`config.mk`:
```
export PLATFORM = sky130hd
export DESIGN_NAME = wr_tran_tracker
export DESIGN_NICKNAME = d
export VERILOG_FILES = /design/src/rtl/wr_tran_tracker_pkg.sv /design/src/rtl/tracker_match_enc.sv /design/src/rtl/wr_tran_tracker.sv
export SDC_FILE = /design/constraint.sdc
export NUM_CORES = 1
export LEC_CHECK = 0
export ABC_AREA = 0
export CORE_UTILIZATION = 60
export CTS_BUF_LIST = sky130_fd_sc_hd__clkbuf_8 sky130_fd_sc_hd__clkbuf_16
export DETAILED_ROUTE_END_ITERATION = 6
export PLACE_DENSITY = 0.8
export SYNTH_ARGS = -nofsm -noshare
export SYNTH_HDL_FRONTEND = slang
export SYNTH_SLANG_ARGS = --single-unit
```
`constraint.sdc`:
```
create_clock -name clk -period 5.5 [get_ports clk]
set_input_delay 1.1 -clock clk [delete_from_list [all_inputs] [get_ports clk]]
set_output_delay 1.1 -clock clk [all_outputs]
set_load 0.05 [all_outputs]
```
`src/rtl/wr_tran_tracker_pkg.sv`:
```
`timescale 1ns/1ps
`default_nettype none
// ============================================================================
// Module   : wr_tran_tracker_pkg
// Brief    : Shared widths and types for the AXI write transaction tracker.
// Revision : 1.0  initial parametrised tracker
// ============================================================================
package wr_tran_tracker_pkg;

  localparam int PID_WIDTH     = 4;
  localparam int PAWUSER_WIDTH = 2;

  // Transaction type as carried on awuser.
  typedef enum logic [PAWUSER_WIDTH-1:0] {
    REGULAR = 2'd0,
    BLOCK   = 2'd1,
    DIVERT  = 2'd2
  } tran_type_e;

  // One table slot at the package default widths.
  typedef struct packed {
    logic                     valid;
    logic                     released;
    logic [PID_WIDTH-1:0]     id;
    logic [PAWUSER_WIDTH-1:0] ttype;
  } slot_t;

  // Any type other than REGULAR needs a special release.
  function automatic logic is_special(input logic [PAWUSER_WIDTH-1:0] t);
    return t != REGULAR;
  endfunction

endpackage
`default_nettype wire

```
`src/rtl/tracker_match_enc.sv`:
```
`timescale 1ns/1ps
`default_nettype none
// ============================================================================
// Module   : tracker_match_enc
// Brief    : First-match encoder: lowest valid slot whose ID matches, as a
//            one-hot vector, plus a hit flag.
// Revision : 1.0  initial version
// ============================================================================
module tracker_match_enc #(
  parameter int DEPTH = 8
) (
  input  logic [DEPTH-1:0] valid,
  input  logic [DEPTH-1:0] match,
  output logic [DEPTH-1:0] first,
  output logic             hit
);

  logic [DEPTH-1:0] req;

  assign req   = valid & match;
  // Isolate the lowest set bit: slot 0 is the oldest, so lowest index wins.
  assign first = req & (~req + DEPTH'(1));
  assign hit   = |req;

endmodule
`default_nettype wire

```
`src/rtl/wr_tran_tracker.sv`:
```
`timescale 1ns/1ps
`default_nettype none
// ============================================================================
// Module   : wr_tran_tracker
// Brief    : Ordered, hole-free table of outstanding AXI write transactions.
//            Allocates on AW, retires oldest matching ID on B, offers a
//            special release for non-REGULAR head entries and counts BLOCK
//            completions.
// Revision : 1.0  initial parametrised tracker
// ============================================================================
module wr_tran_tracker
  import wr_tran_tracker_pkg::*;
#(
  parameter  int DEPTH  = 8,
  parameter  int ID_W   = PID_WIDTH,
  parameter  int USER_W = PAWUSER_WIDTH,
  localparam int CNT_W  = $clog2(DEPTH+1)
) (
  input  logic              clk,
  input  logic              rst_n,
  input  logic              awvalid,
  output logic              awready,
  input  logic [ID_W-1:0]   awid,
  input  logic [USER_W-1:0] awuser,
  input  logic              bvalid,
  input  logic              bready,
  input  logic [ID_W-1:0]   bid,
  input  logic              block_ack,
  input  logic              release_ready,
  output logic              full,
  output logic              empty,
  output logic [CNT_W-1:0]  count,
  output logic              block_fin,
  output logic              spec_release,
  output logic [USER_W-1:0] spec_type,
  output logic              bid_miss
);

  localparam logic [0:0] ST_IDLE  = 1'b0;
  localparam logic [0:0] ST_OFFER = 1'b1;

  localparam logic [USER_W-1:0] T_REGULAR = USER_W'(REGULAR);
  localparam logic [USER_W-1:0] T_BLOCK   = USER_W'(BLOCK);

  // Registered table and control state.
  logic [DEPTH-1:0]  slot_valid;
  logic [DEPTH-1:0]  slot_rel;
  logic [ID_W-1:0]   slot_id   [DEPTH];
  logic [USER_W-1:0] slot_type [DEPTH];
  logic [CNT_W-1:0]  block_pend;
  logic [0:0]        state;

  // Next-state values.
  logic [DEPTH-1:0]  valid_nx;
  logic [DEPTH-1:0]  rel_nx;
  logic [ID_W-1:0]   id_nx     [DEPTH];
  logic [USER_W-1:0] type_nx   [DEPTH];
  logic [CNT_W-1:0]  count_nx;
  logic [CNT_W-1:0]  pend_nx;
  logic [0:0]        state_nx;

  // Values each slot takes when the entries above it shift down.
  logic [DEPTH-1:0]  up_valid;
  logic [DEPTH-1:0]  up_rel;
  logic [ID_W-1:0]   up_id     [DEPTH];
  logic [USER_W-1:0] up_type   [DEPTH];

  logic [DEPTH-1:0]  id_match;
  logic [DEPTH-1:0]  first_hit;
  logic              hit;
  logic              aw_fire;
  logic              b_fire;
  logic              del;
  logic              head_del;
  logic              del_block;
  logic [DEPTH-1:0]  shift_mask;
  logic [CNT_W-1:0]  cnt_after_del;
  logic              head_special;
  logic              set_release;
  logic              pend_inc;
  logic              pend_dec;

  assign full     = (count == CNT_W'(DEPTH));
  assign empty    = (count == '0);
  assign awready  = ~full;
  assign aw_fire  = awvalid & awready;
  assign b_fire   = bvalid & bready;

  generate
    for (genvar gi = 0; gi < DEPTH; gi++) begin : g_slot
      assign id_match[gi] = (slot_id[gi] == bid);
      if (gi < DEPTH-1) begin : g_mid
        assign up_valid[gi] = slot_valid[gi+1];
        assign up_rel[gi]   = slot_rel[gi+1];
        assign up_id[gi]    = slot_id[gi+1];
        assign up_type[gi]  = slot_type[gi+1];
      end else begin : g_top
        assign up_valid[gi] = 1'b0;
        assign up_rel[gi]   = 1'b0;
        assign up_id[gi]    = '0;
        assign up_type[gi]  = '0;
      end
    end
  endgenerate

  tracker_match_enc #(
    .DEPTH (DEPTH)
  ) u_match_enc (
    .valid (slot_valid),
    .match (id_match),
    .first (first_hit),
    .hit   (hit)
  );

  assign del           = b_fire & hit;
  assign head_del      = del & first_hit[0];
  assign cnt_after_del = count - CNT_W'(del);
  assign count_nx      = cnt_after_del + CNT_W'(aw_fire);

  assign head_special  = slot_valid[0] & ~slot_rel[0] & (slot_type[0] != T_REGULAR);
  assign set_release   = (state == ST_OFFER) & release_ready;

  assign block_fin     = (block_pend != '0);
  assign spec_release  = (state == ST_OFFER);
  assign spec_type     = spec_release ? slot_type[0] : '0;

  // Shift mask covers the deleted slot and everything above it; also flags BLOCK deletes.
  always_comb begin
    logic acc;
    acc        = 1'b0;
    shift_mask = '0;
    del_block  = 1'b0;
    for (int i = 0; i < DEPTH; i++) begin
      acc           = acc | first_hit[i];
      shift_mask[i] = acc & del;
      if (first_hit[i] && (slot_type[i] == T_BLOCK)) begin
        del_block = del;
      end
    end
  end

  // Table update: shift out the retired entry, mark a release, then append the new entry.
  always_comb begin
    valid_nx = slot_valid;
    rel_nx   = slot_rel;
    id_nx    = slot_id;
    type_nx  = slot_type;
    for (int i = 0; i < DEPTH; i++) begin
      if (shift_mask[i]) begin
        valid_nx[i] = up_valid[i];
        rel_nx[i]   = up_rel[i];
        id_nx[i]    = up_id[i];
        type_nx[i]  = up_type[i];
      end
    end
    // A release accepted together with deletion of the head is moot: the entry is gone.
    if (set_release && !head_del) begin
      rel_nx[0] = 1'b1;
    end
    for (int i = 0; i < DEPTH; i++) begin
      if (aw_fire && (CNT_W'(i) == cnt_after_del)) begin
        valid_nx[i] = 1'b1;
        rel_nx[i]   = 1'b0;
        id_nx[i]    = awid;
        type_nx[i]  = awuser;
      end
    end
  end

  // BLOCK completion counter: increment and acknowledge cancel; saturate at DEPTH.
  always_comb begin
    pend_inc = del_block;
    pend_dec = block_ack & (block_pend != '0);
    pend_nx  = block_pend;
    if (pend_inc && !pend_dec && (block_pend != CNT_W'(DEPTH))) begin
      pend_nx = block_pend + CNT_W'(1);
    end else if (pend_dec && !pend_inc) begin
      pend_nx = block_pend - CNT_W'(1);
    end
  end

  // Release FSM: offer a special head once; drop the offer if the head is retired.
  always_comb begin
    state_nx = state;
    case (state)
      ST_IDLE: begin
        // A head being retired this cycle is not offered; its successor is evaluated next cycle.
        if (head_special && !head_del) begin
          state_nx = ST_OFFER;
        end
      end
      ST_OFFER: begin
        if (release_ready || head_del) begin
          state_nx = ST_IDLE;
        end
      end
      default: state_nx = ST_IDLE;
    endcase
  end

  // All registered state: table, occupancy, BLOCK counter, FSM and miss pulse.
  always_ff @(posedge clk or negedge rst_n) begin
    if (!rst_n) begin
      slot_valid <= '0;
      slot_rel   <= '0;
      for (int i = 0; i < DEPTH; i++) begin
        slot_id[i]   <= '0;
        slot_type[i] <= '0;
      end
      count      <= '0;
      block_pend <= '0;
      state      <= ST_IDLE;
      bid_miss   <= 1'b0;
    end else begin
      slot_valid <= valid_nx;
      slot_rel   <= rel_nx;
      for (int i = 0; i < DEPTH; i++) begin
        slot_id[i]   <= id_nx[i];
        slot_type[i] <= type_nx[i];
      end
      count      <= count_nx;
      block_pend <= pend_nx;
      state      <= state_nx;
      bid_miss   <= b_fire & ~hit;
    end
  end

endmodule
`default_nettype wire

```
Yosys cells after proc, flatten, opt, wreduce, memory -nomap -nowiden --
Cells that the tools add are included.
Storage, ports and cells: logic and storage cells 214, bits in writable memories 0, register bits 74, latch bits 0, output and inout bits 12, input port bits 17, memory bits (read-only) 0, memories 0
Operators by class: muxes and demuxes 78, bitwise operators 30, $mul 0, div/mod/pow operators 0, $lt $le $gt $ge 0, reductions and logical operators 40, shift operators 0, eq/ne operators 25, add/sub/neg operators 5
Operator list (number):
- $mux 4 | 18
- $mux 1 | 42
- $mux 2 | 17
- $eq 4x4->1 | 8
- $logic_and 1x1->1 | 21
- $reduce_bool 2->1 | 10
- $and 1x1->1 | 16
- $and 8x8->8 | 2
- $eq 2x1->1 const B | 8
- $eq 3x4->1 const A | 4
- $add 8x1->8 const B | 1
- $eq 2x4->1 const A | 2
- $logic_not 4->1 | 2
- $not 8->8 | 1
- $reduce_or 8->1 | 1
- $or 1x1->1 | 7
- $add 4x1->4 | 1
- $add 4x1->4 const B | 1
- $eq 1x4->1 const A | 1
- $eq 4x4->1 const B | 1
- $ne 4x4->1 const B | 1
- $not 1->1 | 4
- $reduce_bool 4->1 | 1
- $sub 4x1->4 | 1
- 5 further kinds | 7

Longest topological paths before layout --
word-level depth 18, mapped depth 17, gate-level depth less buffers 14

Hierarchy --
From an unflattened synthesis, not the netlist that was laid out.
Second synthesis, totals: cells, all modules 394, area, all modules 3888.7 sq um
Modules (own cells, without submodules):
- wr_tran_tracker | times used 1, sequential area each 1676.6 sq um, cells each 377, area each 3769.9 sq um
- tracker_match_enc | times used 1, sequential area each 0.0 sq um, cells each 17, area each 118.9 sq um

Worst setup path before layout --
No wires, ideal clock.
path kind input to register, start point input bid[0], end point register block_pend[3], arrival time 4.363 ns, setup slack 1.068 ns, buffers on the path 3, library setup time 0.069 ns, required time 5.431 ns, stages 15, path through buf_4 > o21ai_0 > nor3_1 > or3b_1 > buf_6 > or4b_4 > a31oi_2 > buf_6 > nand2_1 > ha_1 > a21o_1 > a21oi_1 > or4bb_1 > a21o_1 > nand3_1
Between the ends: cells in the longest elaborated chain, start to end 17, elaborated cells on any way between the ends 36, classes of those cells add/sub: 1; eq/ne: 8; mux: 9; bitwise: 4; reduce/logical: 14
Ends and longest elaborated chain:
- start, declared | RTL line wr_tran_tracker.sv:27 | input logic [ID_W-1:0] bid,
- $eq 4x4->1 | RTL line wr_tran_tracker.sv:91 | assign id_match[gi] = (slot_id[gi] == bid);
- $and 8x8->8 (*) | RTL line tracker_match_enc.sv:20 | assign req = valid & match;
- $not 8->8 | RTL line tracker_match_enc.sv:22 | assign first = req & (~req + DEPTH'(1));
- $add 8x1->8 | RTL line tracker_match_enc.sv:22
- $and 8x8->8 | RTL line tracker_match_enc.sv:22
- $logic_and 1x1->1 | RTL line wr_tran_tracker.sv:136 | if (first_hit[i] && (slot_type[i] == T_BLOCK)) begin
- $mux 1 (7 in series) | RTL line wr_tran_tracker.sv:136
- $mux 1 (*) | RTL line wr_tran_tracker.sv:136
- $logic_and 1x1->1 or $logic_not 1->1 (tied branches) | RTL line wr_tran_tracker.sv:175, wr_tran_tracker.sv:177
- $logic_and 1x1->1 (on tied branches) | RTL line wr_tran_tracker.sv:175, wr_tran_tracker.sv:177
- $mux 4 or $reduce_bool 2->1 (tied branches)
- end signal, assigned | RTL line wr_tran_tracker.sv:222 | block_pend <= pend_nx;
- end, declared | RTL line wr_tran_tracker.sv:50 | logic [CNT_W-1:0] block_pend;
Every way passes the cells marked *; elsewhere a longest branch is shown, timed or not. A chain may end at the register's enable or synchronous reset.

Final worst setup path --
start point input bid[3], end point register slot_id[18] (netlist bit)
Between the ends: cells in the longest elaborated chain, start to end 10, elaborated cells on any way between the ends 23, classes of those cells add/sub: 2; eq/ne: 9; mux: 1; bitwise: 8; reduce/logical: 3
Ends and longest elaborated chain:
- $eq 4x4->1 | RTL line wr_tran_tracker.sv:91
- $and 8x8->8 (*) | RTL line tracker_match_enc.sv:20
- $not 8->8 | RTL line tracker_match_enc.sv:22
- $add 8x1->8 | RTL line tracker_match_enc.sv:22
- $and 8x8->8 | RTL line tracker_match_enc.sv:22
- $or 1x1->1 (3 in series) | RTL line wr_tran_tracker.sv:134 | acc = acc | first_hit[i];
- $and 1x1->1 | RTL line wr_tran_tracker.sv:135 | shift_mask[i] = acc & del;
- $reduce_bool 2->1 (no source line)
- end signal, assigned by index | RTL line wr_tran_tracker.sv:218 | slot_id[i] <= id_nx[i];
- end, declared | RTL line wr_tran_tracker.sv:48 | logic [ID_W-1:0] slot_id [DEPTH];
Marks and branches as above.

==> summary.md <==
| Metric | Value |
|---|---|
| Rows | `29` |
| Post-synth net total | `446` |
| CTS Buffer Depth | `2` |
| Fin nets | `468` |
| Top_reg_cell synth | `dfrtp_1` |
| Critical Path RT | `5710 ps` |
| HP Class | `flip-flop to flip-flop` |
| Number of H-tree levels | `3` |
| First-pass DRT Iterations | `5` |
| Die Wd | `83.2 um` |
| Area grow syn2layout | `12.5%` |
| Cell count after synthesis | `422` |
| Residual DRC | `0` |
| Routed len/inst | `17.6 um` |
| # setup viols final | `0` |
| Synth warn | `0` |
| Most frequent cells in the layout | `dfrtp_1, nand2_1, mux2i_1` |
| Design area | `around 4500 sq um` |
| Port Buf Inserts | `28` |
| P per Cell Area | `531 nW/um^2` |
| Clock skew | `12.2 ps` |
| GR Util All Layers | `0.291` |
| Register area share after synthesis | `0.424` |
| Routability Congestion | `0.920` |
| Top Ports | `29` |
| Slew @ Worst Pin | `1110 ps` |
| Static Leak | `1.97 nW` |
| Async SR Flop Fraction | `1.00` |
| Dpl cell area | `4260 sq um` |
| Cell area after synthesis | `slightly below 4000 sq um` |
| Clk Latency, worst-skew pair | `between 300 and 400 ps` |
| Gr ovfl total | `0` |
| Post-CTS Resized | `0` |
| Tmin final | `4920 ps` |
| Combinational Power Share | `0.428` |
| Hold_buf cts | `0` |
| Status | `finished clean` |
| Post-synth cell types | `53` |
| Clock transition at path regs | `80 ps` |
| Sw frac | `0.420` |
| CTS tree | `built` |
| Via count | `3209` |
| Post-route ant nets | `0` |
| Clock power frac | `0.171` |
| Clock root cell | `clkbuf_8` |
| Crit path capture type | `flip-flop` |
| Register bit total from synthesis | `67` |
| Commonest non-fill, non-tap cell in the layout | `dfrtp_1` |
| Max IR drop VDD | `0.441 mV` |
| Largest net degree at the start of global routing | `68` |
| Internal power | `roughly 1.4 mW` |
| Core box area | `6350 sq um` |
| Fin Setup TNS | `0 ps` |
| Cts bufs inserted | `9` |
| DRT iter0 DRCs | `300` |
| Fmax | `between 0.2 and 0.25 GHz` |
| Post-CTS Setup Inserts | `0` |
| Final Cycle Share | `0.894` |
| Final hold violation count | `0` |
| DR vias/cell | `6.10` |
| Startpoint types | `input port` |
| Number of synthesized flops with an enable pin | `0` |
| MaxCap Viol Count | `0` |
| Fillers | `around 480` |
| Final Slew Violations | `0` |
| Syn Area/Cell | `9.38 sq um` |
| Ant diodes | `0` |
| Initial antenna violation count | `0` |
| Die area | `between 6000 and 7000 sq um` |
| Chip Height | `roughly 83 um` |
| Hpwl dp | `6570 um` |
| RSZ-0062 raised after global routing | `false` |
| Fraction of layout cells with a size suffix above 1 | `0.0824` |
| Post-Route WL | `around 9300 um` |
| Vias in the first global route | `between 3000 and 4000` |
| Min Hold Slack | `525 ps` |
| Slew headroom | `0.255` |
| Crit path DAT | `approximately 5100 ps` |
| NetSw | `roughly 1 mW` |
| Initial core utilization | `0.623` |
| Reg power frac | `0.400` |
| First-pass GRT wire length | `15800 um` |
| CP Class | `input port to flip-flop` |
| CTS sink cnt | `67` |
| Critical path peak fanout | `13` |
==> cell usage after synthesis, types with 3 or more instances <==
| cell type | n | area (sq um) |
|---|---|---|
| buf_4 | 3 | 22.5 |
| nand2b_1 | 5 | 31.3 |
| and2_1 | 3 | 18.8 |
| nand3_1 | 14 | 70.1 |
| clkbuf_1 | 10 | 37.5 |
| xor2_1 | 17 | 149 |
| nor4_1 | 5 | 31.3 |
| o21ai_0 | 45 | 225 |
| or4_1 | 3 | 22.5 |
| a21oi_1 | 10 | 50.1 |
| buf_1 | 6 | 22.5 |
| nor3_1 | 12 | 60.1 |
| o22ai_1 | 4 | 25.0 |
| a21o_1 | 3 | 22.5 |
| mux2_2 | 3 | 33.8 |
| a211o_1 | 3 | 26.3 |
| buf_6 | 3 | 33.8 |
| dfrtp_1 | 67 | 1680 |
| xnor2_1 | 16 | 140 |
| nor2b_1 | 7 | 43.8 |
| ha_1 | 6 | 75.1 |
| inv_1 | 17 | 63.8 |
| clkbuf_2 | 3 | 15.0 |
| mux2i_1 | 46 | 460 |
| nor2_1 | 17 | 63.8 |
| nand2_1 | 60 | 225 |
==> routing by layer <==
layer / global-route usage / part of all wire / wire length (um) / vias to the layer above
li1: - / - / - / 1514
met1: 0.408 / 0.44 / 4100 / 1554
met2: 0.443 / 0.46 / 4250 / 120
met3: 0.0497 / 0.073 / 675 / 21
met4: 0.132 / 0.026 / 239 / 0
met5: 0 / 0 / 0 / -
==> worst max-delay path, cell delays in order <==
cell,delay [ps]
clkdlybuf4s50_1,810
inv_2,70
o22ai_1,200
nor3_1,160
or3b_1,470
o31ai_4,470
inv_1,100
ha_1,210
nor2b_1,170
xnor2_1,150
nor3_1,140
a31oi_1,120
or4_1,710
nor2_1,200
a21oi_1,60
==> final cells by class <==
class	count	area [sq um]	share of cell area
tap	77	96.3	0.0216
sequential	67	1680	0.377
multi-input combinational	311	2080	0.467
inverter	19	71.3	0.0160
clock inverter	6	56.3	0.0126
clock buffer	10	138	0.0309
timing repair buffer	36	335	0.0753
==> power by group through the flow <==
stage / clock (mW) / combinational, mW / sequential [mW]
3_5_place_dp: 0 / 1.00 / 0.949
5_1_grt: 0.434 / 1.12 / 0.976
4_1_cts: 0.411 / 1.01 / 0.941
6_report: 0.406 / 1.01 / 0.947
2_1_floorplan: 0 / 0.725 / 0.944
3_3_place_gp: 0 / 0.975 / 0.945
==> state kept, by name, summed over array words and instances, names as in the netlist <==
signal,flops
slot_rel,1
count,4
slot_id,32
block_pend,4
slot_valid,8
slot_type,16
spec_release,1
bid_miss,1
==> final timing paths <==
path / startpoint / slack (ps) / to / cells past startpoint
setup / recovery: bid[3] / 580 / slot_id[18] / 15
hold / removal: slot_valid[1] / 530 / slot_valid[1] / 1
setup reg to reg: slot_id[29] / 1670 / slot_id[18] / 14
hold reg to reg: slot_valid[1] / 530 / slot_valid[1] / 1
max in group asynchronous: rst_n / 4020 / slot_type[1] / 2
min in group asynchronous: rst_n / 930 / spec_release / 2
==> through the flow <==
| step | utilization | cells | total power [mW] | setup WS [ps] |
|---|---|---|---|---|
| final | 0.701 | 526 | 2.37 | 584 |
| after global routing | 0.701 | 526 | 2.53 | 270 |
| after CTS | 0.701 | 526 | 2.36 | 625 |
| after detailed placement | 0.671 | 510 | 1.95 | 289 |
| after global placement | 0.671 | 510 | 1.92 | 398 |
| after floorplan | - | 422 | 1.67 | 1070 |
==> cell families after synthesis <==
logic type / count (synthesis) / synth area share
xor gates and xnor gates: 33 / 0.0730
adders and majority gates: 7 / 0.0240
muxes: 49 / 0.125
and+or+nand+nor: 140 / 0.176
DFF: 67 / 0.424
buffers and inverters: 44 / 0.0512
AOI/OAI and AO/OA: 82 / 0.127
Note: power is estimated with default switching activity, not from simulation.
